**config.mk**
```make
export PLATFORM = sky130hd
export DESIGN_NAME = mcr3_dl_ctrl
export DESIGN_NICKNAME = d
export VERILOG_FILES = /design/src/rtl/mcr3_dl_pkg.sv /design/src/rtl/mcr3_reset_seq.sv /design/src/rtl/mcr3_dl_ctrl.sv
export SDC_FILE = /design/constraint.sdc
export NUM_CORES = 1
export LEC_CHECK = 0
export BUFFER_PORTS_ARGS = -buffer_cell sky130_fd_sc_hd__buf_2
export CORE_MARGIN = 2
export CORE_UTILIZATION = 43
export DETAILED_ROUTE_END_ITERATION = 8
export PLACE_DENSITY = 0.68
export RECOVER_POWER = 50
export SYNTH_ARGS = -nofsm -noshare
export SYNTH_HDL_FRONTEND = slang
export SYNTH_HIERARCHICAL = 1
export SYNTH_SLANG_ARGS = --single-unit
```
**constraint.sdc**
```tcl
create_clock -name clk_sys -period 5.8 [get_ports clk_sys]
set_input_delay 1.16 -clock clk_sys [delete_from_list [all_inputs] [get_ports clk_sys]]
set_output_delay 1.16 -clock clk_sys [all_outputs]
set_load 0.02 [all_outputs]
```
**src/rtl/mcr3_dl_pkg.sv**
```systemverilog
`default_nettype none
// ============================================================================
// Module   : mcr3_dl_pkg
// Brief    : Shared types and default ROM map for the MCR3 download sequencer.
// Revision : 1.0
// ============================================================================
package mcr3_dl_pkg;

    typedef enum logic [1:0] {
        MAIN = 2'd0,
        SND  = 2'd1,
        SPR  = 2'd2,
        BG   = 2'd3
    } region_t;

    typedef enum logic [1:0] {
        IDLE     = 2'd0,
        ISSUE    = 2'd1,
        WAIT_ACK = 2'd2
    } dl_state_t;

    localparam logic [24:0] C_SND_BASE = 25'h0E000;
    localparam logic [24:0] C_SP_BASE  = 25'h12000;
    localparam logic [24:0] C_BG_BASE  = 25'h32000;

    function automatic region_t decode_region(
        input logic [24:0] a,
        input logic [24:0] snd_base,
        input logic [24:0] sp_base,
        input logic [24:0] bg_base
    );
        if (a < snd_base)     return MAIN;
        else if (a < sp_base) return SND;
        else if (a < bg_base) return SPR;
        else                  return BG;
    endfunction

endpackage
`default_nettype wire

```
**src/rtl/mcr3_reset_seq.sv**
```systemverilog
`default_nettype none
// ============================================================================
// Module   : mcr3_reset_seq
// Brief    : Holds core reset until a ROM load completes, then emits a
//            delayed one-cycle second reset pulse.
// Revision : 1.0
// ============================================================================
module mcr3_reset_seq
    import mcr3_dl_pkg::*;
#(
    parameter logic [15:0] RESET_HOLD = 16'hFFFF
) (
    input  logic clk_sys,
    input  logic reset,
    input  logic user_reset,
    input  logic dl_active,
    input  logic dl_done,
    output logic rom_loaded,
    output logic core_reset
);

    logic [15:0] r_count;

    always_ff @(posedge clk_sys) begin
        if (reset) begin
            rom_loaded <= 1'b0;
            r_count    <= RESET_HOLD;
            core_reset <= 1'b1;
        end else begin
            if (dl_done)
                rom_loaded <= 1'b1;
            // The counter only runs once a load is in and no user reset is held.
            if (user_reset | ~rom_loaded)
                r_count <= RESET_HOLD;
            else if (r_count != 16'd0)
                r_count <= r_count - 16'd1;
            core_reset <= user_reset | dl_active | ~rom_loaded | (r_count == 16'd1);
        end
    end

endmodule
`default_nettype wire

```
**src/rtl/mcr3_dl_ctrl.sv**
```systemverilog
`default_nettype none
// ============================================================================
// Module   : mcr3_dl_ctrl
// Brief    : Routes HPS index-0 download bytes to CPU ROM, SDRAM ports or the
//            background loader, with toggle handshake and core-reset sequencing.
// Revision : 1.0
// ============================================================================
module mcr3_dl_ctrl
    import mcr3_dl_pkg::*;
#(
    parameter logic [24:0] SND_BASE    = C_SND_BASE,
    parameter logic [24:0] SP_BASE     = C_SP_BASE,
    parameter logic [24:0] BG_BASE     = C_BG_BASE,
    parameter logic [7:0]  ACK_TIMEOUT = 8'd200,
    parameter logic [15:0] RESET_HOLD  = 16'hFFFF
) (
    input  logic        clk_sys,
    input  logic        reset,
    input  logic        user_reset,
    input  logic        ioctl_download,
    input  logic        ioctl_wr,
    input  logic [7:0]  ioctl_index,
    input  logic [24:0] ioctl_addr,
    input  logic [7:0]  ioctl_dout,
    output logic        ioctl_wait,
    output logic        cpu_rom_we,
    output logic [15:0] cpu_rom_addr,
    output logic [7:0]  cpu_rom_d,
    output logic        p1_req,
    input  logic        p1_ack,
    output logic [22:0] p1_a,
    output logic [1:0]  p1_ds,
    output logic [15:0] p1_d,
    output logic        p2_req,
    input  logic        p2_ack,
    output logic [17:0] p2_a,
    output logic [1:0]  p2_ds,
    output logic [15:0] p2_d,
    output logic        dl_wr,
    output logic [24:0] dl_addr,
    output logic [7:0]  dl_data,
    output logic        rom_loaded,
    output logic        core_reset,
    output logic        dl_err
);

    dl_state_t   r_state, w_state_nxt;
    logic        w_idx0, w_strobe, w_accept, w_ack_match, w_issue, w_timeout;
    logic        r_sel_p2, r_dl_prev, r_done_pend, w_dl_fall, w_dl_done;
    logic [7:0]  r_to_cnt;
    logic [24:0] w_sp_off, w_bg_off;
    region_t     w_region;
    logic        w_unused_bits;

    assign w_idx0      = (ioctl_index == 8'd0);
    assign w_strobe    = ioctl_download & ioctl_wr & w_idx0;
    assign w_accept    = w_strobe & (r_state == IDLE);
    assign w_region    = decode_region(ioctl_addr, SND_BASE, SP_BASE, BG_BASE);
    assign w_sp_off    = ioctl_addr - SP_BASE;
    assign w_bg_off    = ioctl_addr - BG_BASE;
    assign w_ack_match = r_sel_p2 ? (p2_ack == p2_req) : (p1_ack == p1_req);
    assign w_unused_bits = &{1'b0, ioctl_addr[24], w_sp_off[24:19]};

    always_ff @(posedge clk_sys) begin
        if (reset) r_state <= IDLE;
        else       r_state <= w_state_nxt;
    end

    always_comb begin
        w_state_nxt = r_state;
        case (r_state)
            IDLE:     if (w_accept && (w_region != BG)) w_state_nxt = ISSUE;
            ISSUE:    w_state_nxt = WAIT_ACK;
            WAIT_ACK: if (w_ack_match || (r_to_cnt == ACK_TIMEOUT)) w_state_nxt = IDLE;
            default:  w_state_nxt = IDLE;
        endcase
    end

    always_comb begin
        ioctl_wait = (r_state != IDLE);
        w_issue    = (r_state == ISSUE);
        w_timeout  = (r_state == WAIT_ACK) && !w_ack_match && (r_to_cnt == ACK_TIMEOUT);
    end

    always_ff @(posedge clk_sys) begin
        if (reset) begin
            cpu_rom_we   <= 1'b0;
            cpu_rom_addr <= '0;
            cpu_rom_d    <= '0;
            p1_req       <= 1'b0;
            p1_a         <= '0;
            p1_ds        <= '0;
            p1_d         <= '0;
            p2_req       <= 1'b0;
            p2_a         <= '0;
            p2_ds        <= '0;
            p2_d         <= '0;
            dl_wr        <= 1'b0;
            dl_addr      <= '0;
            dl_data      <= '0;
            dl_err       <= 1'b0;
            r_sel_p2     <= 1'b0;
            r_to_cnt     <= '0;
        end else begin
            cpu_rom_we <= w_accept && (w_region == MAIN);
            dl_wr      <= w_accept && (w_region == BG);
            if (w_accept) begin
                if (w_region == MAIN) begin
                    cpu_rom_addr <= ioctl_addr[15:0];
                    cpu_rom_d    <= ioctl_dout;
                end
                if (w_region == MAIN || w_region == SND) begin
                    r_sel_p2 <= 1'b0;
                    p1_a     <= ioctl_addr[23:1];
                    p1_ds    <= {ioctl_addr[0], ~ioctl_addr[0]};
                    p1_d     <= {ioctl_dout, ioctl_dout};
                end
                // Four sprite ROMs interleave into 32-bit words: S[16] picks the
                // half-word, S[15] the byte lane.
                if (w_region == SPR) begin
                    r_sel_p2 <= 1'b1;
                    p2_a     <= {w_sp_off[18:17], w_sp_off[14:0], w_sp_off[16]};
                    p2_ds    <= {w_sp_off[15], ~w_sp_off[15]};
                    p2_d     <= {ioctl_dout, ioctl_dout};
                end
                if (w_region == BG) begin
                    dl_addr <= w_bg_off;
                    dl_data <= ioctl_dout;
                end
            end
            if (w_issue) begin
                r_to_cnt <= '0;
                if (r_sel_p2) p2_req <= ~p2_req;
                else          p1_req <= ~p1_req;
            end else if (r_state == WAIT_ACK) begin
                r_to_cnt <= r_to_cnt + 8'd1;
            end
            dl_err <= dl_err | w_timeout | (w_strobe & (r_state != IDLE));
        end
    end

    // A download that ends mid-handshake only counts once the FSM is idle.
    assign w_dl_fall = r_dl_prev & ~ioctl_download;
    assign w_dl_done = (r_done_pend | w_dl_fall) & (r_state == IDLE);

    always_ff @(posedge clk_sys) begin
        if (reset) begin
            r_dl_prev   <= 1'b0;
            r_done_pend <= 1'b0;
        end else begin
            r_dl_prev   <= ioctl_download & w_idx0;
            r_done_pend <= (r_done_pend | w_dl_fall) & (r_state != IDLE);
        end
    end

    mcr3_reset_seq #(
        .RESET_HOLD (RESET_HOLD)
    ) u_reset_seq (
        .clk_sys    (clk_sys),
        .reset      (reset),
        .user_reset (user_reset),
        .dl_active  (ioctl_download & w_idx0),
        .dl_done    (w_dl_done),
        .rom_loaded (rom_loaded),
        .core_reset (core_reset)
    );

endmodule
`default_nettype wire

```
==> results.md, run 1 <==
| Metric | Reported |
|---|---|
| Failing checks | capacitance limit, slew limit |
| Core area | 0.0145 mm^2 |
| Starting DRT DRC Count | 353 |
| Detail Placement HPWL | 11200 um |
| Leakage power total | 2.74 nW |
| Combinational group share of total power | 0.031 |
| Slew Viols, Final | 66 |
| Total DRC errors in the routed layout | 0 |
| Skew final | 0.0103 ns |
| Total inserted antenna cells | 0 |
| Number of warnings issued by yosys | 6 |
| First-pass GRT wire length | 26700 um |
| Maximum capacitance violations | 1 |
| Cell area after technology mapping | 0.00641 mm^2 |
| EDFF count, synth | 0 |
| Post-Syn Nets | 748 |
| Setup repair after global routing missed its margin | no |
| Number of vias per cell after detailed routing | 5.29 |
| Top-level port count | 190 |
| Proportion of power drawn by flip-flops and latches | 0.477 |
| Vertical die dimension | 126 um |
| Pin slew with the least headroom to its limit | 3.01 ns |
| Worst stage delay on the critical path | 2.08 ns |
| Ratio of final minimum period to clock period | 0.725 |
| Arrival time at the worst endpoint | 4.54 ns |
| Post-synth top area cell | dfxtp_1 |
| Time the worst path needs with I/O delays and setup | 4.20 ns |
| CTS sink cnt | 154 |
| Count of input and output buffers | 189 |
| Routed wirelength normalized by instance count | 16.1 um |
| Routed via count | 5518 |
| Top achievable clock speed | 0.238 GHz |
| Cells traversed along the worst timing path | clkbuf_1, nor2_1, and2_0, and2_1, a41oi_1 |
| Area fraction of the dominant cell type after synthesis | 0.481 |
| Root Buffer Master | clkbuf_16 |
| Layout cells sized above 1 | 0.137 |
| Initial antenna violation count | 0 |
| Clock network latency to the later pin of the worst-skew pair | 0.42 ns |
| Worst hold-check path type | reg2reg |
| Total of flip-flops plus latches after synthesis | 154 |
| Total wire length | 16800 um |
| Cell with the largest stage delay on the worst path | clkbuf_1 |
| Type of destination of the critical path | register |
| Count of cells resized by post-cts repair | 0 |
| Clock group share of total power | 0.492 |
| Worst path bufs/invs | 1 |
| Top cell family by delay on the critical path | buffers and inverters |
| Worst IR drop on VDD | 0.199 mV |
| Leading cell types by total area after synthesis | dfxtp_1, mux2i_1, a21oi_1 |
| Area grow syn2layout | 20.9% |
| Data required time of the critical path | 6.14 ns |
| Number of global-route vias before repair | 5017 |
| Max Buffers Root-to-Sink | 2 |
| Async S/R FF share, synth | 0 |
| Total routing resource utilization after global routing | 0.208 |
| Cell row count | 44 |
| CP Launch Type | input pin |
| Ranking of synthesized cells by instance count | dfxtp_1, nor2_1, a21oi_1 |
| Mean instance size in the synthesized netlist | 9.25 um^2 |
| First drt pass iteration count | 5 |
| Share of the yosys chip area belonging to registers | 0.481 |
| Critical Setup Path Class | in2reg |
| Top_reg_cell synth | dfxtp_1 |
| Overall overflow remaining after global route | 0 |
| Number of different library cells in the post-synthesis netlist | 54 |
| Cell-internal power | 1.66 mW |
| Final instance area | 0.00775 mm^2 |
| Remaining antenna violation count after routing | 0 |
| Final hold violations | 0 |
| Outcome | finished, violations left |
| TritonCTS clock tree | done |
| Fraction of power spent switching nets | 0.251 |
| Highest net fanout along the worst path | 65 |
| Slew Limit Headroom | -1.01 |
| Cts-stage hold buffer count | 0 |
| Final setup violation count | 0 |
| Most numerous cell in the Yosys netlist | dfxtp_1 |
| Standard cell area after detailed placement | 0.00732 mm^2 |
| Initial core utilization | 0.441 |
| Clock H-tree levels | 4 |
| Clock input transition at the sequential cells of the worst setup and hold paths | 0.07 ns |
| Power per unit of standard cell area | 286 mW/mm^2 |
| TritonCTS buffer count | 17 |
| Global placement routability congestion | 0.814 |
| Pin count of the biggest net entering global routing | 66 |
| Die W | 126 um |
| Total negative slack for setup checks | 0 ns |
| Synthesized instance count | 693 |
| Post-CTS setup buffer count | 0 |
| Final net count | 901 |
| Net switching power | 0.556 mW |
| Area enclosed by the die boundary | 0.0159 mm^2 |
-- registers in the layout, indices dropped and copies added (netlist names), 2 cells and up --
signal / count
dl_addr: 25
p1_a: 23
p2_a: 18
cpu_rom_addr: 16
u_reset_seq/r_count: 16
cpu_rom_d: 8
dl_data: 8
p1_d: 8
p2_d: 8
r_to_cnt: 8
p1_ds: 2
p2_ds: 2
r_state: 2
-- metal layers --
layer  vias up  global-route usage  part of all wire
met5         -                   0                 0
met4         0              0.0659             0.012
met3        17              0.0654             0.067
met2       162               0.319              0.46
met1      2580               0.279              0.46
li1       2759                   -                 -
-- path summary, 6_finish.rpt --
path                                                 to       start  slack [ns]  depth (start not counted)
worst max-delay path            u_reset_seq/r_count[13]       reset        1.60                          5
worst min-delay path                           p1_a[19]    p1_a[19]        0.46                          1
worst max register to register                 p2_a[14]  r_state[1]        3.38                          6
worst min register to register                 p1_a[19]    p1_a[19]        0.46                          1
-- metrics by stage --
step | util | setup slack, ns | cells | hold WS [ns] | total power, mW
after floorplan | - | 2.76 | 693 | 0.473 | 1.11
after global routing | 0.533 | 1.23 | 1043 | 0.485 | 2.30
after detailed placement | 0.503 | 2.10 | 1011 | 0.444 | 1.15
after global placement | 0.503 | 2.12 | 1011 | 0.436 | 1.15
after CTS | 0.545 | 2.55 | 1043 | 0.460 | 2.24
final | 0.533 | 1.60 | 1043 | 0.460 | 2.22
-- final cells by class --
class | instances | area [um^2]
Tap cell | 184 | 230
Inverter | 11 | 41.3
Fill cell | 1455 | 6790
Timing Repair Buffer | 196 | 836
Multi-Input combinational cell | 466 | 2960
Sequential cell | 154 | 3080
Clock buffer | 17 | 425
Clock inverter | 15 | 173
-- cell usage in the layout (no fill, tap or decap), types with 13 or more instances in the layout --
master     netlist  layout
buf_2            8      59
nand2_1         18      18
nand3_1         56      56
o21ai_1         48      46
clkbuf_1        28     130
nor2_1          74      74
clkbuf_16        0      17
dfxtp_1        154     154
xnor2_1         13      13
mux2i_1         50      50
a21oi_1         67      66
-- worst reg2reg max path, delay by kind of cell (launching register included) --
kind	cells	cell delay (ns)
flip-flops	1	0.34
AO/OA/AOI/OAI	3	0.72
AND/OR/NAND/NOR	2	0.73
buffers and inverters	1	0.51
-- power by group through the flow --
stage | combinational [mW] | clock (mW) | sequential (mW)
global placement | 0.0695 | 0 | 1.08
global route | 0.0765 | 1.16 | 1.06
CTS | 0.0700 | 1.12 | 1.06
detailed placement | 0.0695 | 0 | 1.08
finish | 0.0698 | 1.09 | 1.06
floorplan | 0.0314 | 0 | 1.08
-- cells by family after synthesis --
kind of cell,count (synthesis),share of synthesized area
compound gates,157,0.142
xor+xnor,25,0.0342
fa+ha+maj,7,0.0137
buf+inv,73,0.0615
flops,154,0.481
mux,50,0.0781
simple gates,227,0.189
No activity file was read; power rests on OpenSTA's default activity.
==> run 2, diff against run 1 <==
--- a/config.mk
+++ b/config.mk
@@ -9,7 +9,7 @@
 export CORE_MARGIN = 2
 export CORE_UTILIZATION = 43
 export DETAILED_ROUTE_END_ITERATION = 8
-export PLACE_DENSITY = 0.68
+export PLACE_DENSITY = 0.71
 export RECOVER_POWER = 50
 export SYNTH_ARGS = -nofsm -noshare
 export SYNTH_HDL_FRONTEND = slang
==> constraint.sdc (replaced) <==
create_clock -name clk_sys -period 3.55 [get_ports clk_sys]
set_input_delay 0.71 -clock clk_sys [delete_from_list [all_inputs] [get_ports clk_sys]]
set_output_delay 0.71 -clock clk_sys [all_outputs]
set_load 0.02 [all_outputs]
==> run 2 against run 1 <==
The flow still finishes with violations (capacitance limit, slew limit). Global-route usage is 0.31 points higher. Combinational power up 60%. Non-clock buffer count grew 2. Clock power grew 72%. Sequential power rose by 63%. Clock-buffer cell count is 3 higher. Core utilization is 0.48 points higher. Via count is essentially flat. Critical path type unchanged. Critical endpoint is now dl_addr[22]. Largest cell class unchanged. Largest power group unchanged. Highest routed layer unchanged.
==> results.md, run 2 (synthesis gave the netlist of run 1 again) <==
| Metric | Reported |
|---|---|
| Cells traversed along the worst timing path | buf_2, or4_4, or3_1, a211o_2, buf_4, a21oi_1, a211oi_1 |
| Cts-stage hold buffer count | 0 |
| Clock network latency to the later pin of the worst-skew pair | 0.42 ns |
| Detail Placement HPWL | 11200 um |
| Initial antenna violation count | 0 |
| Initial core utilization | 0.441 |
| Count of cells resized by post-cts repair | 0 |
| Launch point of the worst path | ioctl_addr[18] |
| Largest registers in the final layout | dl_addr (25), p1_a (23), p2_a (18) |
| Failing checks | capacitance limit, slew limit |
| Post-Layout Cell Count | 1045 |
| Fraction of power spent switching nets | 0.216 |
| Ratio of final minimum period to clock period | 0.748 |
| Remaining antenna violation count after routing | 0 |
| Vertical die dimension | 126 um |
| Core area | 0.0145 mm^2 |
| Net switching power | 0.804 mW |
| Pin count of the biggest net entering global routing | 65 |
| Number of global-route vias before repair | 5189 |
| Setup repair after global routing missed its margin | no |
| Worst setup margin | 0.893 ns |
| Cell-internal power | 2.92 mW |
| Commonest non-fill, non-tap cells in the layout | dfxtp_1, clkbuf_1, nor2_1, a21oi_1 |
| Worst IR drop on VDD | 0.338 mV |
| Cell count after placement | 1013 |
| Total inserted antenna cells | 0 |
| Routed via count | 5522 |
| Post-placement worst setup slack | 0.529 ns |
| Most common cell after layout, fill and taps aside | dfxtp_1 |
| Outcome | finished, violations left |
| Final net count | 903 |
| TritonCTS buffer count | 17 |
| Area of all sequential standard cells | 0.00308 mm^2 |
| Reg-to-reg critical path startpoint | r_state[1] |
| Slew Limit Headroom | -0.638 |
| Total DRC errors in the routed layout | 0 |
| Type of destination of the critical path | register |
| Arrival time at the worst endpoint | 2.84 ns |
| Worst hold-check path type | reg2reg |
| Critical path capture point | dl_addr[22] |
| Overall overflow remaining after global route | 0 |
| Largest register FFs | 25 |
| Clock H-tree levels | 4 |
| Leakage power total | 2.75 nW |
| Time the worst path needs with I/O delays and setup | 2.66 ns |
| Layout cells sized above 1 | 0.132 |
| Die W | 126 um |
| Area grow syn2layout | 22.0% |
| Flop2flop setup slack | 1.06 ns |
| Count of input and output buffers | 189 |
| Fill cells | 1460 |
| TritonCTS clock tree | done |
| Cell row count | 44 |
| Cell with the largest stage delay on the worst path | or4_4 |
| Post-CTS setup buffer count | 0 |
| Area enclosed by the die boundary | 0.0159 mm^2 |
| Hold path start | p1_a[16] |
| Combinational group share of total power | 0.030 |
| Capturing point of the worst reg2reg path | dl_addr[13] |
| Pin slew with the least headroom to its limit | 2.46 ns |
| Total wire length | 16600 um |
| Power per unit of standard cell area | 476 mW/mm^2 |
| Root Buffer Master | clkbuf_16 |
| Proportion of power drawn by flip-flops and latches | 0.464 |
| Global placement routability congestion | 0.817 |
| Multi-input combinational cell area | 0.00295 mm^2 |
| CTS sink cnt | 154 |
| Total routing resource utilization after global routing | 0.211 |
| Max Buffers Root-to-Sink | 2 |
| First-pass GRT wire length | 27200 um |
| Final core area utilization | 0.538 |
| Starting DRT DRC Count | 417 |
| Slew Viols, Final | 57 |
| Total negative slack for setup checks | 0 ns |
| Final hold violations | 0 |
| Data required time of the critical path | 3.73 ns |
| Critical Setup Path Class | in2reg |
| Number of vias per cell after detailed routing | 5.28 |
| Largest Register | dl_addr |
| Final setup violation count | 0 |
| Routed wirelength normalized by instance count | 15.9 um |
| Top achievable clock speed | 0.376 GHz |
| Number of stages on the worst hold path | 1 |
| Number of cells on the worst reg-to-reg path | 5 |
| Power Total | 3.72 mW |
| First drt pass iteration count | 4 |
| CP Launch Type | input pin |
| Clock input transition at the sequential cells of the worst setup and hold paths | 0.06 ns |
| Maximum capacitance violations | 1 |
| Clock group share of total power | 0.506 |
| Top-level port count | 190 |
| Worst stage delay on the critical path | 0.56 ns |
| Skew final | 0.00646 ns |
| Highest net fanout along the worst path | 41 |
[run 2: cell count changes in the layout (fill, tap and decap cells not counted), moves of 2 or more]
cell / delta
o21ai_0: -2
clkbuf_1: +5
clkbuf_8: +2
bufinv_16: +3
inv_8: -5
buf_4: -4
clkinv_8: -4
buf_12: +4
o21ai_1: +2
buf_2: -3
[run 2: layout make-up]
type	count	share of cell area
multi-input cells	466	0.378
clock buffers	20	0.0584
clock inverters	12	0.0208
repair buffers	198	0.114
flip-flops and latches	154	0.394
well taps	184	0.0294
inverters	11	0.00528
[run 2: critical path: cells and delay by family]
family                 cells  cell delay (ns)
AOI/OAI and AO/OA          3             0.71
buffers and inverters      2             0.46
and+or+nand+nor            2             0.94
[run 2: how the worst min path moves through the flow]
stage | to | slack [ns]
final | p1_a[16] | 0.46
after global routing | p1_a[22] | 0.48
after CTS | p1_a[22] | 0.46
after detailed placement | p1_a[21] | 0.44
after global placement | p1_a[20] | 0.44
after floorplan | r_done_pend | 0.47
[run 2: stage by stage]
| stage | instance area (um^2) | hold slack (ns) |
|---|---|---|
| final | 7820 | 0.460 |
| after CTS | 8000 | 0.460 |
| after floorplan | 6410 | 0.473 |
| after detailed placement | 7380 | 0.444 |
| after global routing | 7820 | 0.481 |
| after global placement | 7380 | 0.438 |
[run 2: routing by layer]
layer / vias up / GRT usage / part of all wire
met4: 0 / 0.0776 / 0.020
met2: 173 / 0.329 / 0.46
met5: - / 0 / 0
li1: 2758 / - / -
met1: 2571 / 0.274 / 0.45
met3: 20 / 0.0675 / 0.064
[run 2: power groups by stage]
stage                     clock network (mW)  registers (mW)  logic (mW)
after global routing                    2.01            1.73       0.124
after global placement                     0            1.77       0.113
after detailed placement                   0            1.77       0.113
final                                   1.88            1.73       0.112
after floorplan                            0            1.77      0.0513
after CTS                               1.93            1.73       0.114
==> run 3, diff against run 2 <==
==> constraint.sdc (replaced) <==
create_clock -name clk_sys -period 2.35 [get_ports clk_sys]
set_input_delay 0.47 -clock clk_sys [delete_from_list [all_inputs] [get_ports clk_sys]]
set_output_delay 0.47 -clock clk_sys [all_outputs]
set_load 0.02 [all_outputs]
==> run 3 against run 2 <==
The flow now finishes without violations. Sequential cell count did not move. Clock-buffer cell count fell by 2. Combinational power rose by 63%. Via count rose by 3.1%. Largest cell class unchanged.
==> results.md, run 3 (synthesis gave the netlist of run 1 again) <==
| Metric | Reported |
|---|---|
| Top-level port count | 190 |
| Worst hold-check path type | in2reg |
| Global placement routability congestion | 0.826 |
| Number of stages on the worst hold path | 3 |
| Largest register FFs | 25 |
| Time the worst path needs with I/O delays and setup | 2.20 ns |
| Post-placement worst setup slack | -0.274 ns |
| Remaining antenna violation count after routing | 0 |
| Outcome | finished clean |
| Capturing point of the worst reg2reg path | u_reset_seq/r_count[9] |
| Initial antenna violation count | 0 |
| Cells traversed along the worst timing path | buf_2, or4_4, or4_4, nor4b_4, buf_12, mux2i_1, nor2_1 |
| Area grow syn2layout | 25.7% |
| CTS sink cnt | 154 |
| CP Launch Type | input pin |
| Largest Register | dl_addr |
| Arrival time at the worst endpoint | 2.45 ns |
| Layout cells sized above 1 | 0.152 |
| Initial core utilization | 0.441 |
| Standard cell area after detailed placement | 0.00764 mm^2 |
| Number of cells on the worst reg-to-reg path | 4 |
| Highest net fanout along the worst path | 21 |
| TritonCTS buffer count | 17 |
| Clock H-tree levels | 4 |
| Core area | 0.0145 mm^2 |
| Die W | 126 um |
| Final net count | 929 |
| Total wire length | 17200 um |
| Routed wirelength normalized by instance count | 16.1 um |
| Total inserted antenna cells | 0 |
| Most common cell after layout, fill and taps aside | dfxtp_1 |
| Total DRC errors in the routed layout | 0 |
| Cts-stage hold buffer count | 0 |
| Count of cells resized by post-cts repair | 0 |
| Power Total | 5.59 mW |
| Cell row count | 44 |
| Commonest non-fill, non-tap cells in the layout | dfxtp_1, clkbuf_1, nor2_1, a21oi_1, nand3_1 |
| Reg-to-reg critical path startpoint | u_reset_seq/r_count[4] |
| Flop2flop setup slack | 0.24 ns |
| Post-CTS setup buffer count | 0 |
| Area enclosed by the die boundary | 0.0159 mm^2 |
| Worst IR drop on VDD | 0.531 mV |
| Vertical die dimension | 126 um |
| Area of all sequential standard cells | 0.00308 mm^2 |
| Final hold violations | 0 |
| Final setup violation count | 0 |
| Detail Placement HPWL | 11900 um |
| Hold path start | ioctl_dout[7] |
| TritonCTS clock tree | done |
| Maximum capacitance violations | 0 |
| Number of global-route vias before repair | 5357 |
| Overall overflow remaining after global route | 0 |
| Type of destination of the critical path | register |
| Cell with the largest stage delay on the worst path | or4_4 |
| Clock network latency to the later pin of the worst-skew pair | 0.42 ns |
| Largest registers in the final layout | dl_addr (25), p1_a (23), p2_a (18) |
| Clock input transition at the sequential cells of the worst setup and hold paths | 0.07 ns |
| Fill cells | 1414 |
| Max Buffers Root-to-Sink | 2 |
| Top achievable clock speed | 0.455 GHz |
| Pin slew with the least headroom to its limit | 1.48 ns |
| Final core area utilization | 0.554 |
| Worst setup margin | 0.150 ns |
| Worst path most repeated cell | or4_4 |
| Slew Limit Headroom | 0.0113 |
| Ratio of final minimum period to clock period | 0.936 |
| First-pass GRT wire length | 27300 um |
| Top cell family by delay on the critical path | simple AND/OR/NAND/NOR gates |
| First drt pass iteration count | 5 |
| Routed via count | 5693 |
| Starting DRT DRC Count | 398 |
| Critical Setup Path Class | in2reg |
| Leakage power total | 2.87 nW |
| Data required time of the critical path | 2.60 ns |
| Number of vias per cell after detailed routing | 5.32 |
| Slew Viols, Final | 0 |
| Multi-input combinational cell area | 0.00295 mm^2 |
| Worst stage delay on the critical path | 0.54 ns |
| Total routing resource utilization after global routing | 0.213 |
| Root Buffer Master | clkbuf_16 |
| Final instance area | 0.00805 mm^2 |
| Pin count of the biggest net entering global routing | 73 |
| Destination of the worst hold path | dl_data[7] |
| Worst path bufs/invs | 2 |
| Power per unit of standard cell area | 694 mW/mm^2 |
| Skew final | 0.0105 ns |
| Count of input and output buffers | 189 |
| Setup repair after global routing missed its margin | no |
==> run 3: changes by cell type in the layout (fill, tap and decap cells not counted), sizes merged <==
cell and change:
clkinv +1, clkinvlp +2, buf +21, inv -2, clkbuf +3
==> run 3: cell type report <==
type	count	area share
clock buffers	18	0.0533
clock inverters	13	0.0213
inverters	11	0.00513
multi-input cells	466	0.367
flip-flops and latches	154	0.383
well taps	184	0.0286
repair buffers	224	0.142
==> run 3: how the worst max path moves through the flow <==
stage | startpoint | endpoint | slack (ns) | cells past startpoint
floorplan | ioctl_addr[18] | cpu_rom_addr[10] | 0.0007 | 7
global placement | ioctl_addr[18] | cpu_rom_addr[6] | -0.20 | 7
detailed placement | ioctl_addr[18] | cpu_rom_addr[2] | -0.27 | 7
CTS | ioctl_addr[18] | cpu_rom_addr[11] | 0.16 | 7
global route | reset | dl_addr[15] | 0.07 | 3
finish | ioctl_addr[18] | cpu_rom_addr[11] | 0.15 | 7
==> run 3: stage by stage <==
step                      hold slack [ns]  TNS [ns]  std cells
after global routing                0.317         0       1070
after CTS                           0.312         0       1070
final                               0.322         0       1070
after global placement              0.438    -14.88       1039
after detailed placement            0.441    -17.72       1039
after floorplan                     0.473         0        693
==> run 3: power by group <==
group          total [mW]  switching [mW]  internal, mW
clock network        2.79            1.12          1.68
logic               0.183           0.116        0.0678
registers            2.61        0.000272          2.61
total                5.59            1.23          4.35
==> run 3: per-layer routing <==
layer / track usage / wire length [um] / vias to the layer above
met5: 0 / 0 / -
met3: 0.0760 / 1240 / 30
li1: - / - / 2794
met1: 0.263 / 7470 / 2669
met2: 0.342 / 8100 / 200
met4: 0.0814 / 375 / 0
==> run 3: worst min-delay path: cells and delay by family <==
family / cells / cell delay (ns)
buf+inv: 1 / 0.12
simple gates: 1 / 0.06
compound gates: 1 / 0.05
